==> config.mk <==
export PLATFORM = sky130hd
export DESIGN_NAME = fifo_uart_tx
export DESIGN_NICKNAME = d
export VERILOG_FILES = /design/src/rtl/fifo_uart_tx.sv
export SDC_FILE = /design/constraint.sdc
export NUM_CORES = 1
export LEC_CHECK = 0
export CAP_MARGIN = 10
export CELL_PAD_IN_SITES_DETAIL_PLACEMENT = 1
export CELL_PAD_IN_SITES_GLOBAL_PLACEMENT = 1
export CORE_MARGIN = 5
export CORE_UTILIZATION = 41
export DETAILED_ROUTE_END_ITERATION = 8
export PLACE_DENSITY = 0.9
export SKIP_CTS_REPAIR_TIMING = 1
export SYNTH_ARGS = -nofsm -noshare
export SYNTH_HDL_FRONTEND = slang
export SYNTH_SLANG_ARGS = --single-unit
==> constraint.sdc <==
create_clock -name clk -period 2.3 [get_ports clk]
set_input_delay 0.46 -clock clk [delete_from_list [all_inputs] [get_ports clk]]
set_output_delay 0.46 -clock clk [all_outputs]
set_load 0.05 [all_outputs]
==> src/rtl/fifo_uart_tx.sv <==
// fifo_uart_tx: pops bytes from a show-ahead FIFO head and sends each as an
// asynchronous serial frame (start, 8 data LSB first, optional parity, 1-2 stop).
module fifo_uart_tx #(
  parameter int unsigned CLKS_PER_BIT = 16,
  parameter int unsigned PARITY_EN    = 0,
  parameter int unsigned PARITY_ODD   = 0,
  parameter int unsigned STOP_BITS    = 1
) (
  input  logic        clk,
  input  logic        rst,
  input  logic        en,
  input  logic        fifo_empty,
  input  logic [7:0]  fifo_dout,
  output logic        fifo_pop,
  output logic        txd,
  output logic        busy,
  output logic        frame_done,
  output logic [15:0] frame_cnt
);

  localparam int unsigned BAUD_W = (CLKS_PER_BIT > 1) ? $clog2(CLKS_PER_BIT) : 1;
  localparam logic [BAUD_W-1:0] BAUD_LAST = BAUD_W'(CLKS_PER_BIT - 1);
  localparam logic STOP_LAST = 1'(STOP_BITS - 1);

  typedef enum logic [2:0] {
    S_IDLE,
    S_START,
    S_DATA,
    S_PARITY,
    S_STOP
  } state_t;

  state_t            state_q, state_d;
  logic [BAUD_W-1:0] baud_q, baud_d;
  logic [2:0]        bit_idx_q, bit_idx_d;
  logic              stop_idx_q, stop_idx_d;
  logic [7:0]        shift_q, shift_d;
  logic              parity_q, parity_d;
  logic              txd_q, txd_d;
  logic              busy_q, busy_d;
  logic              frame_done_q, frame_done_d;
  logic [15:0]       frame_cnt_q, frame_cnt_d;

  logic bit_end;
  logic frame_end;
  logic pop;

  assign bit_end   = (baud_q == BAUD_LAST);
  assign frame_end = (state_q == S_STOP) && bit_end && (stop_idx_q == STOP_LAST);
  // Held low during reset so an idle FSM cannot drain the FIFO while rst is high.
  assign pop       = (state_q == S_IDLE) && en && !fifo_empty && !rst;

  // State and datapath registers
  always_ff @(posedge clk or posedge rst) begin
    if (rst) begin
      state_q      <= S_IDLE;
      baud_q       <= '0;
      bit_idx_q    <= '0;
      stop_idx_q   <= 1'b0;
      shift_q      <= '0;
      parity_q     <= 1'b0;
      txd_q        <= 1'b1;
      busy_q       <= 1'b0;
      frame_done_q <= 1'b0;
      frame_cnt_q  <= '0;
    end else begin
      state_q      <= state_d;
      baud_q       <= baud_d;
      bit_idx_q    <= bit_idx_d;
      stop_idx_q   <= stop_idx_d;
      shift_q      <= shift_d;
      parity_q     <= parity_d;
      txd_q        <= txd_d;
      busy_q       <= busy_d;
      frame_done_q <= frame_done_d;
      frame_cnt_q  <= frame_cnt_d;
    end
  end

  // Next-state and bit-timing counters
  always_comb begin
    state_d    = state_q;
    baud_d     = baud_q;
    bit_idx_d  = bit_idx_q;
    stop_idx_d = stop_idx_q;
    if (state_q != S_IDLE) begin
      baud_d = bit_end ? '0 : baud_q + 1'b1;
    end
    unique case (state_q)
      S_IDLE: begin
        if (pop) begin
          state_d    = S_START;
          baud_d     = '0;
          bit_idx_d  = '0;
          stop_idx_d = 1'b0;
        end
      end
      S_START: begin
        if (bit_end) state_d = S_DATA;
      end
      S_DATA: begin
        if (bit_end) begin
          bit_idx_d = bit_idx_q + 3'd1;
          if (bit_idx_q == 3'd7) state_d = (PARITY_EN != 0) ? S_PARITY : S_STOP;
        end
      end
      S_PARITY: begin
        if (bit_end) state_d = S_STOP;
      end
      S_STOP: begin
        if (frame_end)    state_d    = S_IDLE;
        else if (bit_end) stop_idx_d = 1'b1;
      end
      default: state_d = S_IDLE;
    endcase
  end

  // Outputs: pop request, registered txd/busy/frame_done/frame_cnt, byte shifter
  always_comb begin
    fifo_pop     = pop;
    txd_d        = txd_q;
    busy_d       = busy_q;
    frame_done_d = 1'b0;
    frame_cnt_d  = frame_cnt_q;
    shift_d      = shift_q;
    parity_d     = parity_q;
    unique case (state_q)
      S_IDLE: begin
        if (pop) begin
          shift_d  = fifo_dout;
          parity_d = (^fifo_dout) ^ (PARITY_ODD != 0);
          txd_d    = 1'b0;
          busy_d   = 1'b1;
        end
      end
      // txd is registered, so each bit is loaded at the end of the previous one.
      S_START: begin
        if (bit_end) begin
          txd_d   = shift_q[0];
          shift_d = shift_q >> 1;
        end
      end
      S_DATA: begin
        if (bit_end) begin
          if (bit_idx_q == 3'd7) begin
            txd_d = (PARITY_EN != 0) ? parity_q : 1'b1;
          end else begin
            txd_d   = shift_q[0];
            shift_d = shift_q >> 1;
          end
        end
      end
      S_PARITY: begin
        if (bit_end) txd_d = 1'b1;
      end
      S_STOP: begin
        if (frame_end) begin
          busy_d       = 1'b0;
          frame_done_d = 1'b1;
          frame_cnt_d  = frame_cnt_q + 16'd1;
        end
      end
      default: ;
    endcase
  end

  assign txd        = txd_q;
  assign busy       = busy_q;
  assign frame_done = frame_done_q;
  assign frame_cnt  = frame_cnt_q;

endmodule

==> results.md, run 1 <==
* CP delay by family, top: buffers and inverters
* Clock power share at 37.6%
* Peak supply drop at 0.269 mV
* P_int at 0.000909 W
* R2R Setup Slk at 0.28 ns
* Layout cells sized above 1 at 19.3%
* First-pass GRT wire length at 7.32 mm
* Number of enable flip-flop cells after synthesis at 0
* Die Area at 0.00581 mm^2
* Synthesized instance count at 158
* Clock sinks at 38
* Post-route cell area at 0.00231 mm^2
* Routed vias at 1340
* Mean Syn Cell Area at 11.4 um^2
* Comb pwr share at 4.3%
* Post-route ant nets at 0
* Post-Syn Area at 0.00180 mm^2
* Switch Pwr at 0.000256 W
* RSZ-0062 raised after global routing: false
* Final setup violation count at 0
* Die X at 76.2 um
* CP required at 1.84 ns
* Sequential fraction of the synthesis area at 53.0%
* Worst path slowest cell: clkdlybuf4s50_1
* Compound-gate portion of the synthesized area at 6.33%
* Synth-to-Final Area Change at 28.5%
* Share of flip-flops with an asynchronous set or reset at 100%
* Sequential power share at 58.1%
* DRC at 0
* Longest Clk Path Bufs at 2
* WL final at 4.09 mm
* Clk Latency, worst-skew pair at 0.29 ns
* Crit Path Max Fanout at 2
* Synth Flop Type: dfrtp_1
* Synth Area in Simple Gates at 17.7%
* Clock Skews at 0.00684 ns
* Total gr overflow at 0
* Crit path buffers/inverters at 1
* Cell leakage power at 1.02 nW
* DP HPWL at 2.93 mm
* Adder-Cell Fraction of Synth Area at 2.78%
* Total track usage at 15.5%
* Routed len/inst at 16.1 um
* Max incr delay on CP at 0.79 ns
* Register bit count reported by yosys at 38
* Post-synthesis mux area share at 10.6%
* Area leader, netlist: dfrtp_1
* Setup Total Neg Slack at 0 ns
* Avg Vias per Cell at 5.28
* Core ar. at 0.00429 mm^2
* Rel. slew slack at 65.8%
* Nets@finish at 218
* Initial core utilization at 41.9%
* Die H at 76.2 um
* DR iter-0 viols at 46
* Ports at 32
* XOR/XNOR share of the synthesized area at 7.79%
* YS warnings at 0
* Synth cell types at 34
* Gpl congestion at 0.763
* H-tree levels at 2
* # rows at 24
* CP startpoint kind: flip-flop
* Antenna Cells at 0
* Switching Share at 22.0%
* Crit Path Class: flip-flop to output port
* Number of port buffers at 31
* Final Hold Violating Endpoints at 0
* CTS tree: built
* Net Count, Synth at 174
* Max-slew violation count at 0
* Tightest Pin Transition at 0.511 ns
* Worst min-delay path class: flip-flop to flip-flop
* Worst hold slack at 0.470 ns
* Area share of the largest cell type after synthesis at 51.5%
* Post-layout min period at 2.08 ns
* Max Cap Viol at 0
* WP data arrival at 1.62 ns
* Pwr dens at 504 mW/mm^2
* DP Area at 0.00223 mm^2
* Outcome: completed
* Main combinational cell family by area after synthesis: simple AND/OR/NAND/NOR gates
* Max Fclk at 480 MHz
* Vias in the first global route at 1565
* Initial antenna violation count at 0
* Root Buffer Master: clkbuf_8
* Pin count of the biggest net entering global routing at 39
* Synth top area cells: dfrtp_1 (51%), mux2_2 (11%), xnor2_1 (5.4%)
* Final period utilization at 90.5%
* Inserted Clock Buffers at 5
* CTS clk-pin slew, worst paths at 0.07 ns
* Critical path, cell by cell: clkdlybuf4s50_1
* CP endpoint kind: output port
* Pre-antenna DRT Iters at 2
-- power by group through the flow --
stage	clock [W]	combinational, W	sequential (W)
final	0.000438	0.0000507	0.000677
after global routing	0.000487	0.0000565	0.000677
after CTS	0.000454	0.0000518	0.000677
after detailed placement	0	0.0000510	0.000690
after global placement	0	0.0000491	0.000689
after floorplan	0	0.0000194	0.000692
-- state kept, by name, summed over array words and instances, names as in the netlist --
register,count
baud_q,4
bit_idx_q,3
busy,1
frame_cnt,16
frame_done,1
shift_q,8
state_q,3
stop_idx_q,1
txd,1
-- kinds of logic after synthesis --
logic type	after synthesis
buf+inv	6
flops	38
fa+ha+maj	4
compound gates	17
simple gates	60
xor+xnor	16
mux	17
-- through the flow --
step / power (W) / utilization, % / cells / worst slack (ns)
after detailed placement: 0.000741 / 51.9 / 247 / 0.0521
after floorplan: 0.000712 / - / 158 / 0.376
final: 0.00117 / 53.8 / 254 / 0.218
after global placement: 0.000738 / 51.9 / 247 / 0.0751
after global routing: 0.00122 / 53.8 / 254 / 0.114
after CTS: 0.00118 / 53.7 / 254 / 0.0786
-- cells in the mapped netlist, types with 2 or more instances --
library cell	instances
dfrtp_1	37
mux2_2	17
nand2_1	14
nor2_1	13
xnor2_1	11
nand3_1	9
nand4_1	5
o21ai_0	5
xor2_1	5
a21oi_1	4
ha_1	4
nor3_1	4
a22o_1	3
inv_1	3
buf_2	2
nand3b_1	2
o31ai_1	2
or3_1	2
-- final timing paths --
check / cells past startpoint / from / end
setup / recovery: 1 / txd / txd
hold / removal: 1 / frame_cnt[15] / frame_cnt[15]
setup reg to reg: 5 / baud_q[0] / frame_cnt[11]
hold reg to reg: 1 / frame_cnt[15] / frame_cnt[15]
max in group asynchronous: 3 / rst / txd
min in group asynchronous: 3 / rst / baud_q[1]
-- metal layers --
metal / GRT usage, % / up-vias / wire, um
met5: 0 / - / 0
met4: 7.69 / 0 / 116
met3: 4.49 / 8 / 151
met2: 26.3 / 25 / 2010
met1: 17.7 / 662 / 1810
li1: - / 645 / -
-- area by class of cell --
class | count | area (um^2)
fillers | 496 | 1980
multi-input cells | 114 | 818
inverters | 3 | 11.3
clock buffers | 7 | 76.3
flip-flops and latches | 38 | 952
repair buffers | 40 | 388
well taps | 52 | 65.1
-- layout by cell type (no fill, tap or decap), drive strengths merged, types with 3 or more instances in the layout --
master / synthesis / final
nor3: 4 / 4
clkbuf: 0 / 7
a22o: 3 / 3
nand3: 9 / 9
ha: 4 / 4
clkdlybuf4s50: 0 / 30
xnor2: 11 / 11
o21ai: 5 / 5
inv: 3 / 3
nand2: 14 / 14
dfrtp: 37 / 37
nand4: 5 / 5
buf: 3 / 10
nor2: 13 / 13
a21oi: 4 / 4
xor2: 5 / 5
mux2: 17 / 17
(Power assumes the default switching activity.)
==> run 2: changes to the inputs <==
--- a/config.mk
+++ b/config.mk
@@ -9,9 +9,9 @@
 export CELL_PAD_IN_SITES_DETAIL_PLACEMENT = 1
 export CELL_PAD_IN_SITES_GLOBAL_PLACEMENT = 1
 export CORE_MARGIN = 5
-export CORE_UTILIZATION = 41
+export CORE_UTILIZATION = 44
 export DETAILED_ROUTE_END_ITERATION = 8
-export PLACE_DENSITY = 0.9
+export PLACE_DENSITY = 0.95
 export SKIP_CTS_REPAIR_TIMING = 1
 export SYNTH_ARGS = -nofsm -noshare
 export SYNTH_HDL_FRONTEND = slang
==> constraint.sdc (replaced) <==
create_clock -name clk -period 2.7 [get_ports clk]
set_input_delay 0.54 -clock clk [delete_from_list [all_inputs] [get_ports clk]]
set_output_delay 0.54 -clock clk [all_outputs]
set_load 0.05 [all_outputs]
==> run 2 against run 1 <==
Wire length up 4.4%. Design area decreased by 2.1%. Global-route usage increased by 2.0 points. Clock skew rose by 0.0047 ns. Setup slack got worse by 0.0048 ns. Final cell count shrank 3.5%. Via count is 0.30% lower. First-iteration DRC count grew 100%. Critical endpoint is now fifo_pop. Utilization grew 3.1 points.
==> results.md, run 2 (same netlist as run 1, synthesis figures left out) <==
* Fin cells at 245
* Die X at 73.9 um
* Routed vias at 1336
* Initial core utilization at 45.3%
* Worst path slowest cell: clkdlybuf4s50_1
* Initial antenna violation count at 0
* Total gr overflow at 0
* RSZ-0062 raised after global routing: false
* Core ar. at 0.00397 mm^2
* H-tree levels at 2
* Worst r2r dst: frame_cnt[15]
* Nets@finish at 210
* Worst Hold Depth at 1
* Clock sinks at 38
* Antenna Cells at 0
* Pin count of the biggest net entering global routing at 39
* CTS tree: built
* Number of port buffers at 31
* Final period utilization at 92.1%
* CP delay by family, top: buffers and inverters
* Max-slew violation count at 0
* HP Start: shift_q[5]
* CTS clk-pin slew, worst paths at 0.07 ns
* Register area at 952 um^2
* Placed Instances at 237
* Die H at 73.9 um
* DR iter-0 viols at 93
* Total Power at 0.00103 W
* Most common cell after layout, fill and taps aside: dfrtp_1
* R2R Setup Slk at 0.52 ns
* Root Buffer Master: clkbuf_8
* Peak supply drop at 0.280 mV
* DP HPWL at 3.07 mm
* Max Cap Viol at 0
* Final Hold Violating Endpoints at 0
* WL final at 4.27 mm
* Setup Total Neg Slack at 0 ns
* Longest Clk Path Bufs at 2
* WP data arrival at 1.95 ns
* Ports at 32
* Commonest non-fill, non-tap cells in the layout: dfrtp_1 (37), clkdlybuf4s50_1 (30), mux2_2 (17)
* Total track usage at 17.5%
* Worst min-delay path class: flip-flop to flip-flop
* Critical path, cell by cell: clkdlybuf4s50_1, nor3b_1, nand2_1, inv_1, buf_12
* # rows at 23
* Max Fclk at 402 MHz
* Rel. slew slack at 57.7%
* Clock Skews at 0.0115 ns
* Clk Latency, worst-skew pair at 0.30 ns
* Synth-to-Final Area Change at 25.8%
* Worst R2R Start: state_q[0]
* CP endpoint kind: output port
* Outcome: completed
* Avg Vias per Cell at 5.45
* Max incr delay on CP at 0.46 ns
* Pwr dens at 456 mW/mm^2
* Filler instances at 425
* Layout cells sized above 1 at 16.9%
* Crit Path Class: input pin to output port
* CP required at 2.16 ns
* Pre-antenna DRT Iters at 3
* Routed len/inst at 17.4 um
* Max reg flops at 16
* Die Area at 0.00546 mm^2
* Post-route ant nets at 0
* Gpl congestion at 0.825
* Min-Delay Endpoint: shift_q[5]
* Util after Layout at 57.0%
* Cell leakage power at 0.990 nW
* Vias in the first global route at 1489
* Multi-input logic area at 813 um^2
* Tightest Pin Transition at 0.629 ns
* Crit Path Max Fanout at 4
* First-pass GRT wire length at 7.20 mm
* Inserted Clock Buffers at 5
* Final setup violation count at 0
* CP startpoint kind: input pin
* R2R depth at 4
* Crit path buffers/inverters at 3
* Post-layout min period at 2.49 ns
* DRC at 0
[run 2: cell count changes in the layout (fill, tap and decap cells not counted)]
| cell | previous run | this run |
|---|---|---|
| clkinv_2 | 0 | 1 |
| buf_4 | 9 | 1 |
| clkbuf_8 | 5 | 6 |
| nor3b_1 | 0 | 1 |
| clkbuf_1 | 2 | 0 |
| nor3b_2 | 1 | 0 |
| clkinvlp_4 | 0 | 1 |
[run 2: through the flow]
step	hold slack, ns	worst slack (ns)	cell area [um^2]
floorplan	0.466	0.776	1800
global placement	0.473	0.274	2170
detailed placement	0.478	0.0664	2170
CTS	0.502	0.130	2260
global route	0.520	0.0759	2260
finish	0.508	0.213	2260
[run 2: worst max-delay path by stage]
stage                    start      endpoint  slack [ns]  depth (start not counted)
floorplan           state_q[1]  frame_cnt[9]        0.78                          5
global placement            en    shift_q[3]        0.27                          5
detailed placement          en    shift_q[6]        0.07                          5
CTS                         en      fifo_pop        0.13                          5
global route                en      fifo_pop        0.08                          5
finish                      en      fifo_pop        0.21                          5
[run 2: power by group]
part | leakage, nW | switching [W] | internal, W | total (W)
sequential | 0.491 | 0.00000272 | 0.000574 | 0.000577
combinational | 0.452 | 0.0000193 | 0.0000225 | 0.0000418
clock | 0.0472 | 0.000207 | 0.000205 | 0.000413
total | 0.990 | 0.000229 | 0.000802 | 0.00103
[run 2: cell type report]
cell class                 count  share of cell area [%]
multi-input combinational    114                    36.0
inverter                       3                   0.498
clock buffer                   6                    3.65
clock inverter                 2                   0.553
tap                           50                    2.77
sequential                    38                    42.1
timing repair buffer          32                    14.5
[run 2: per-layer routing]
layer	wire, um	global-route usage, %	up-vias	share of wire, %
met1	1750	20.6	674	41
met5	0	0	-	0
met3	162	5.34	8	3.8
met4	81	6.04	0	1.9
li1	-	-	631	-
met2	2280	30.1	23	53
